File: src/rtl/dcache_controller.sv
// Direct-mapped write-back, write-allocate data cache (8 x 4-byte blocks)
// with a three-state controller sequencing write-back and block fetch.
module dcache_controller (
  input  logic        CLK,
  input  logic        RESET,
  input  logic        READ,
  input  logic        WRITE,
  input  logic [7:0]  ADDRESS,
  input  logic [7:0]  WRITEDATA,
  output logic [7:0]  READDATA,
  output logic        BUSYWAIT,
  output logic        MEM_READ,
  output logic        MEM_WRITE,
  output logic [5:0]  MEM_ADDRESS,
  output logic [31:0] MEM_WRITEDATA,
  input  logic [31:0] MEM_READDATA,
  input  logic        MEM_BUSYWAIT
);

  typedef enum logic [1:0] {
    IDLE,
    WRITEBACK,
    FETCH
  } state_t;

  state_t      state, state_nx;
  logic [7:0]  valid, dirty;
  logic [2:0]  tags [8];
  logic [31:0] data [8];

  logic [2:0]  tag, idx;
  logic [1:0]  off;
  logic        req, hit, fill, store;
  logic [7:0]  sel_byte;

  assign tag = ADDRESS[7:5];
  assign idx = ADDRESS[4:2];
  assign off = ADDRESS[1:0];
  assign req = READ | WRITE;
  assign hit = valid[idx] & (tags[idx] == tag);

  assign sel_byte = data[idx][{off, 3'b000} +: 8];
  assign READDATA = (hit && !RESET) ? sel_byte : 8'h00;

  always_ff @(posedge CLK or posedge RESET) begin
    if (RESET) begin
      state <= IDLE;
      valid <= '0;
      dirty <= '0;
    end else begin
      state <= state_nx;
      if (fill) begin
        valid[idx] <= 1'b1;
        dirty[idx] <= 1'b0;
      end else if (store) begin
        dirty[idx] <= 1'b1;
      end
    end
  end

  // Tag and data arrays need no reset; valid gates every use.
  always_ff @(posedge CLK) begin
    if (fill) begin
      data[idx] <= MEM_READDATA;
      tags[idx] <= tag;
    end else if (store) begin
      data[idx][{off, 3'b000} +: 8] <= WRITEDATA;
    end
  end

  always_comb begin
    state_nx      = state;
    BUSYWAIT      = 1'b0;
    MEM_READ      = 1'b0;
    MEM_WRITE     = 1'b0;
    MEM_ADDRESS   = '0;
    MEM_WRITEDATA = '0;
    fill          = 1'b0;
    store         = 1'b0;
    unique case (state)
      IDLE: begin
        if (req) begin
          if (hit) begin
            store = WRITE;
          end else begin
            BUSYWAIT = 1'b1;
            if (valid[idx] && dirty[idx])
              state_nx = WRITEBACK;
            else
              state_nx = FETCH;
          end
        end
      end
      WRITEBACK: begin
        MEM_WRITE     = 1'b1;
        MEM_ADDRESS   = {tags[idx], idx};
        MEM_WRITEDATA = data[idx];
        BUSYWAIT      = 1'b1;
        if (!MEM_BUSYWAIT)
          state_nx = FETCH;
      end
      FETCH: begin
        MEM_READ    = 1'b1;
        MEM_ADDRESS = {tag, idx};
        BUSYWAIT    = 1'b1;
        if (!MEM_BUSYWAIT) begin
          fill     = 1'b1;
          state_nx = IDLE;
        end
      end
      default: state_nx = IDLE;
    endcase
    // Reset silences the CPU and memory sides at once.
    if (RESET) begin
      BUSYWAIT  = 1'b0;
      MEM_READ  = 1'b0;
      MEM_WRITE = 1'b0;
      fill      = 1'b0;
      store     = 1'b0;
    end
  end

endmodule

File: config.mk
export PLATFORM = sky130hd
export DESIGN_NAME = dcache_controller
export DESIGN_NICKNAME = d
export VERILOG_FILES = /design/src/rtl/dcache_controller.sv
export SDC_FILE = /design/constraint.sdc
export NUM_CORES = 1
export LEC_CHECK = 0
export ABC_CLOCK_PERIOD_IN_PS = 5450
export CAP_MARGIN = 10
export CORE_MARGIN = 2
export CORE_UTILIZATION = 45
export CTS_BUF_LIST = sky130_fd_sc_hd__clkbuf_4 sky130_fd_sc_hd__clkbuf_8 sky130_fd_sc_hd__clkbuf_16
export CTS_CLUSTER_SIZE = 20
export DETAILED_ROUTE_END_ITERATION = 7
export PLACE_DENSITY = 0.66
export SYNTH_ARGS = -nofsm -noshare
export SYNTH_HDL_FRONTEND = slang
export SYNTH_SLANG_ARGS = --single-unit
File: constraint.sdc
create_clock -name CLK -period 5.45 [get_ports CLK]
set_clock_uncertainty 0.1 [all_clocks]
set_input_delay 0.545 -clock CLK [delete_from_list [all_inputs] [get_ports CLK]]
set_output_delay 0.545 -clock CLK [all_outputs]
set_load 0.03 [all_outputs]
Word-level counts from Yosys, hierarchy flattened
Memory sizes are Yosys's and may differ from the RTL's. Index checks and enable logic that the tools add are counted.

Memories: 2. RAM bits: 280. Register bits: 18. Logic and storage cells: 133. Output and inout bits: 49. Input port bits: 53.

Memory list: data (depth 8, bits a word 32, rd ports 1, clocked after memory_dff 0, write ports 1, line 29) `logic [31:0] data [8];`; tags (depth 8, bits a word 3, rd ports 1, clocked after memory_dff 0, write ports 1, line 28) `logic [2:0] tags [8];`.

Bitwise operators: 38. $add $sub $neg: 1. Muxes and demuxes: 69. Reduce and logical (&&, ||, !) cells: 8. $lt $le $gt $ge: 2. Equality and inequality tests: 7. Shifts and indexed selects: 3.

Operator list (count): $mux W32 (2); $mux W1 (53); $or A1 B1 Y1 (33); $shift A8 B7 Y32 const A (1); $shiftx A32 B6 Y8 (1); $shiftx A8 B7 Y32 (1); $mux W8 (3); $or A8 B8 Y8 (2); $pmux W6 S2 (1); $mux W2 (5); $and A8 B8 Y8 (1); $ne A2 B2 Y1 const B (4); $not A8 Y8 (1); $neg A5 Y7 (1); $bmux W1 S3 (2); $pmux W2 S3 (1); $lt A3 B4 Y1 const B (1); $reduce_and A4 Y1 (1); $demux W1 S3 (1); $eq A3 B3 Y1 (1); $ge A3 B1 Y1 const B (1); $logic_and A1 B1 Y1 (3); $eq A2 B1 Y1 const B (1); $eq A2 B2 Y1 const B (1); 6 further kinds (6).

Longest topological paths before layout
Word-level depth: 11. Depth in mapped cells: 11. Mapped depth without buffers: 8.

Worst setup path before layout
OpenSTA, ideal clock, no wires.

Path type: input-to-output. Start: in ADDRESS[2]. End: out READDATA[1]. Path buffers: 5. Cell stages on the path: 9. Data arrival time: 2917 ps. Setup slack: 1888 ps. Cells stage by stage: buf_4 -> buf_6 -> buf_6 -> inv_1 -> buf_4 -> buf_4 -> mux2i_1 -> mux4_2 -> nor4_1.

Cells in the longest elaborated chain, start to end: 5. Elaborated cells between the ends (all ways): 9.

Ends and longest elaborated chain: from (decl) (line 8) `input logic [7:0] ADDRESS,`; parallel branches: the longest is 4 deep, another holds $mem_v2 Z8 W32; $mux W8 * (line 43) `assign READDATA = (hit && !RESET) ? sel_byte : 8'h00;`; to (decl) (line 10) `output logic [7:0] READDATA,`.

Mark *: on every way between the ends. The select of a mux whose other input is x is not followed.

Final worst setup path
Start: in ADDRESS[2]. End: out READDATA[4].

Same word-level chain as after synthesis.

==> results.toml <==
[worst_setup_path]
r2r-start = "state[0]$_DFFE_PP0P_"
crit_required_ps = 4810
startpoint = "ADDRESS[2]"
crit_chain = "buf_4, inv_1, buf_4, mux2i_1, mux4_2, nor4_1, clkdlybuf4s50_1"
crit_slowest_cell = "clkdlybuf4s50_1"
cp-end-kind = "output pin"
reg2reg_to = "data[4][21]$_DFFE_PP_"
crit_path_max_incr_delay_ps = 790
rrSetupSlack_ps = 2290
path_class = "input pin to output pin"
start_kind = "input pin"
critPathMostFrequentCell = "buf_4"
worst-endpoint-arrival_ps = 4030
rr_worst_depth = 8
path_max_fanout = 49

[global_route]
grt_pass1_wl_mm = 52.70
antenna_found_initial = 1
grt_max_degree = 50
grt_use_total_pct = 23.53
overflow = 0
first_global_vias = 8137

[layout]
layout-drive-gt1-share_pct = 18.24
fillCellCount = 2340
finalNonFillerCells = 1393
fin_nets = 1047
post-route-util_pct = 54.99
layout.cells.most_common = "edfxtp_1"
antenna_cells = 0
area_delta_synth_final_pct = 19.79
final_cell_mix = "edfxtp_1 (280), clkdlybuf4s50_1 (98), mux2i_1 (78), nand2_1 (52), buf_4 (51)"

[routing]
drt_wl_total_mm = 36.14
route.detailed.drc = 0
first_pass_iters = 5
drtIter0Drc = 891
viasPerCell = 5.879
avgRoutedWirePerCell_um = 25.94
antenna_left = 0
routed-via-count = 8190

[cts]
cts_tree = "yes"
cts.repair.resized = 0
post-cts-setup-buffer-count = 0
clk_latency_ps = 550
clk_pin_slew_ps = 60
cts_made_buffers = 31
max-clock-path-buffers = 3
htree_levels = 1
cts.sinks = 298
cts_hold_buf = 0
cts_root_buf = "clkbuf_16"

[synth]
synthDistinctLibCells = 59
synthArstFlopShare_pct = 6.040
ys.flop_type = "edfxtp_1"
yosysWarningCount = 0
synth_nets = 910
synth_cells = 848
syn-cell-area_sq_mm = 0.01325
seq_area_frac_synth_pct = 66.87
synth_edf_count = 280
yosys_register_bits = 298
synth_area_per_cell_sq_um = 15.62

[die]
pin_count = 102
die_y_um = 175.6
die_w_um = 175.6
initial_core_util_pct = 45.91
die_area_sq_mm = 0.03083
core_area_sq_mm = 0.02886
rows = 62

[placement]
dp_cells = 1335
hpwlAfterDp_mm = 24.51
place_congestion = 0.8615
io_buffer_count = 101

[timing]
hold_viol = 0
slew_headroom_pct = 21.29
max_freq_mhz = 213.9
tightest_slew_ps = 1178
tns_ps = 0
finalCritPeriodShare_pct = 85.80
slew_viol_final = 0
period_needed_ps = 4676
rsz0062_at_grt = "false"
finalSetupViolCount = 0

[pwr]
powerDensity_mw_per_mm2 = 342.4
cellLeakagePower_nw = 5.642
peakVddDrop_uv = 241.3

[run]
maxCapViolCount = 0

[min_path]
min_path_cells = 1
min_path_type = "register to register"
hold-path-endpoint = "valid[4]$_DFFE_PP0P_"
min-delay-start = "valid[4]$_DFFE_PP0P_"

[outcome]
status = "finished, final reports clean"
## Yosys cell counts (3+ instances only)
cell       count  share of area [%]
o2bb2ai_1      3               0.20
o21a_1         3               0.17
mux2_2        15                1.3
dfrtp_1       18                3.4
o221ai_1       3               0.20
o22a_1         6               0.40
nand3_1        7               0.26
nand2b_1       3               0.14
inv_1         40                1.1
o22ai_1       12               0.57
nor4_1         7               0.33
a221oi_1      12               0.79
edfxtp_1     280                 63
mux4_2        41                7.0
a22o_1         7               0.46
a21oi_1       40                1.5
nor2b_1       34                1.6
clkbuf_1      15               0.42
buf_2         10               0.38
nand3_4        4               0.53
nand2_1       52                1.5
mux2i_1       78                5.9
or2_2          7               0.33
nor2_1        24               0.68
buf_4         11               0.62
buf_1          3              0.085
ha_1           9               0.85
a221o_1        7               0.53
a22oi_1       16               0.91
buf_6          9               0.77
nor3b_1        3               0.17
o21ai_0       22               0.83
and2_1        12               0.57
## metrics by stage
stage          power, mW  cell area [sq um]  hold slack (ps)  setup slack [ps]
2_1_floorplan      3.090              13250            327.4              1888
3_3_place_gp       3.352              14820            344.0             859.6
3_5_place_dp       3.358              14820            354.3             807.9
4_1_cts            5.444              15840            371.6             779.3
5_1_grt            5.599              15870            388.6             731.0
6_report           5.433              15870            365.1             773.9
## metal layers
| layer | global-route usage (%) | vias up | share of wire, % |
|---|---|---|---|
| met2 | 37.27 | 451 | 46 |
| met1 | 32.43 | 4098 | 41 |
| li1 | - | 3564 | - |
| met3 | 5.931 | 75 | 9.9 |
| met4 | 6.956 | 2 | 2.8 |
| met5 | 0 | - | 0.044 |
## power breakdown
part / switching [mW] / internal (mW) / total (mW)
clock: 0.859 / 1.25 / 2.11
sequential: 0.0277 / 2.58 / 2.61
combinational: 0.429 / 0.280 / 0.709
## sequential cells by signal (all words and copies together), names as in the netlist, named ones only
register and count:
valid 8, data 256, state 2, tags 24
## critical path, delay by kind of cell
kind / cells / cell delay (ps)
buffers and inverters: 4 / 2120
multiplexers: 2 / 830
AND/OR/NAND/NOR: 1 / 480
## cell families after synthesis
logic type | count (synthesis) | share of synthesized area (%)
buffers and inverters | 90 | 3.466
adder cells (fa/ha/maj) | 9 | 0.8500
AND/OR/NAND/NOR | 172 | 7.244
multiplexers | 134 | 14.14
flip-flops | 298 | 66.87
AO/OA/AOI/OAI | 145 | 7.433
## how the worst max path moves through the flow
stage / to / cells after the start
2_1_floorplan: READDATA[1] / 9
3_3_place_gp: READDATA[4] / 7
3_5_place_dp: READDATA[7] / 8
4_1_cts: READDATA[7] / 8
5_1_grt: READDATA[7] / 8
6_report: READDATA[4] / 7
## area by class of cell
cell class / instances / area, sq um / area share [%]
Clock buffer: 36 / 813.3 / 5.125
Clock inverter: 21 / 212.7 / 1.340
Inverter: 42 / 157.7 / 0.9935
Multi-Input combinational cell: 460 / 3930 / 24.77
Sequential cell: 298 / 8859 / 55.82
Tap cell: 384 / 480.5 / 3.028
Timing Repair Buffer: 152 / 1416 / 8.925
Note: power is estimated with default switching activity, not from simulation.
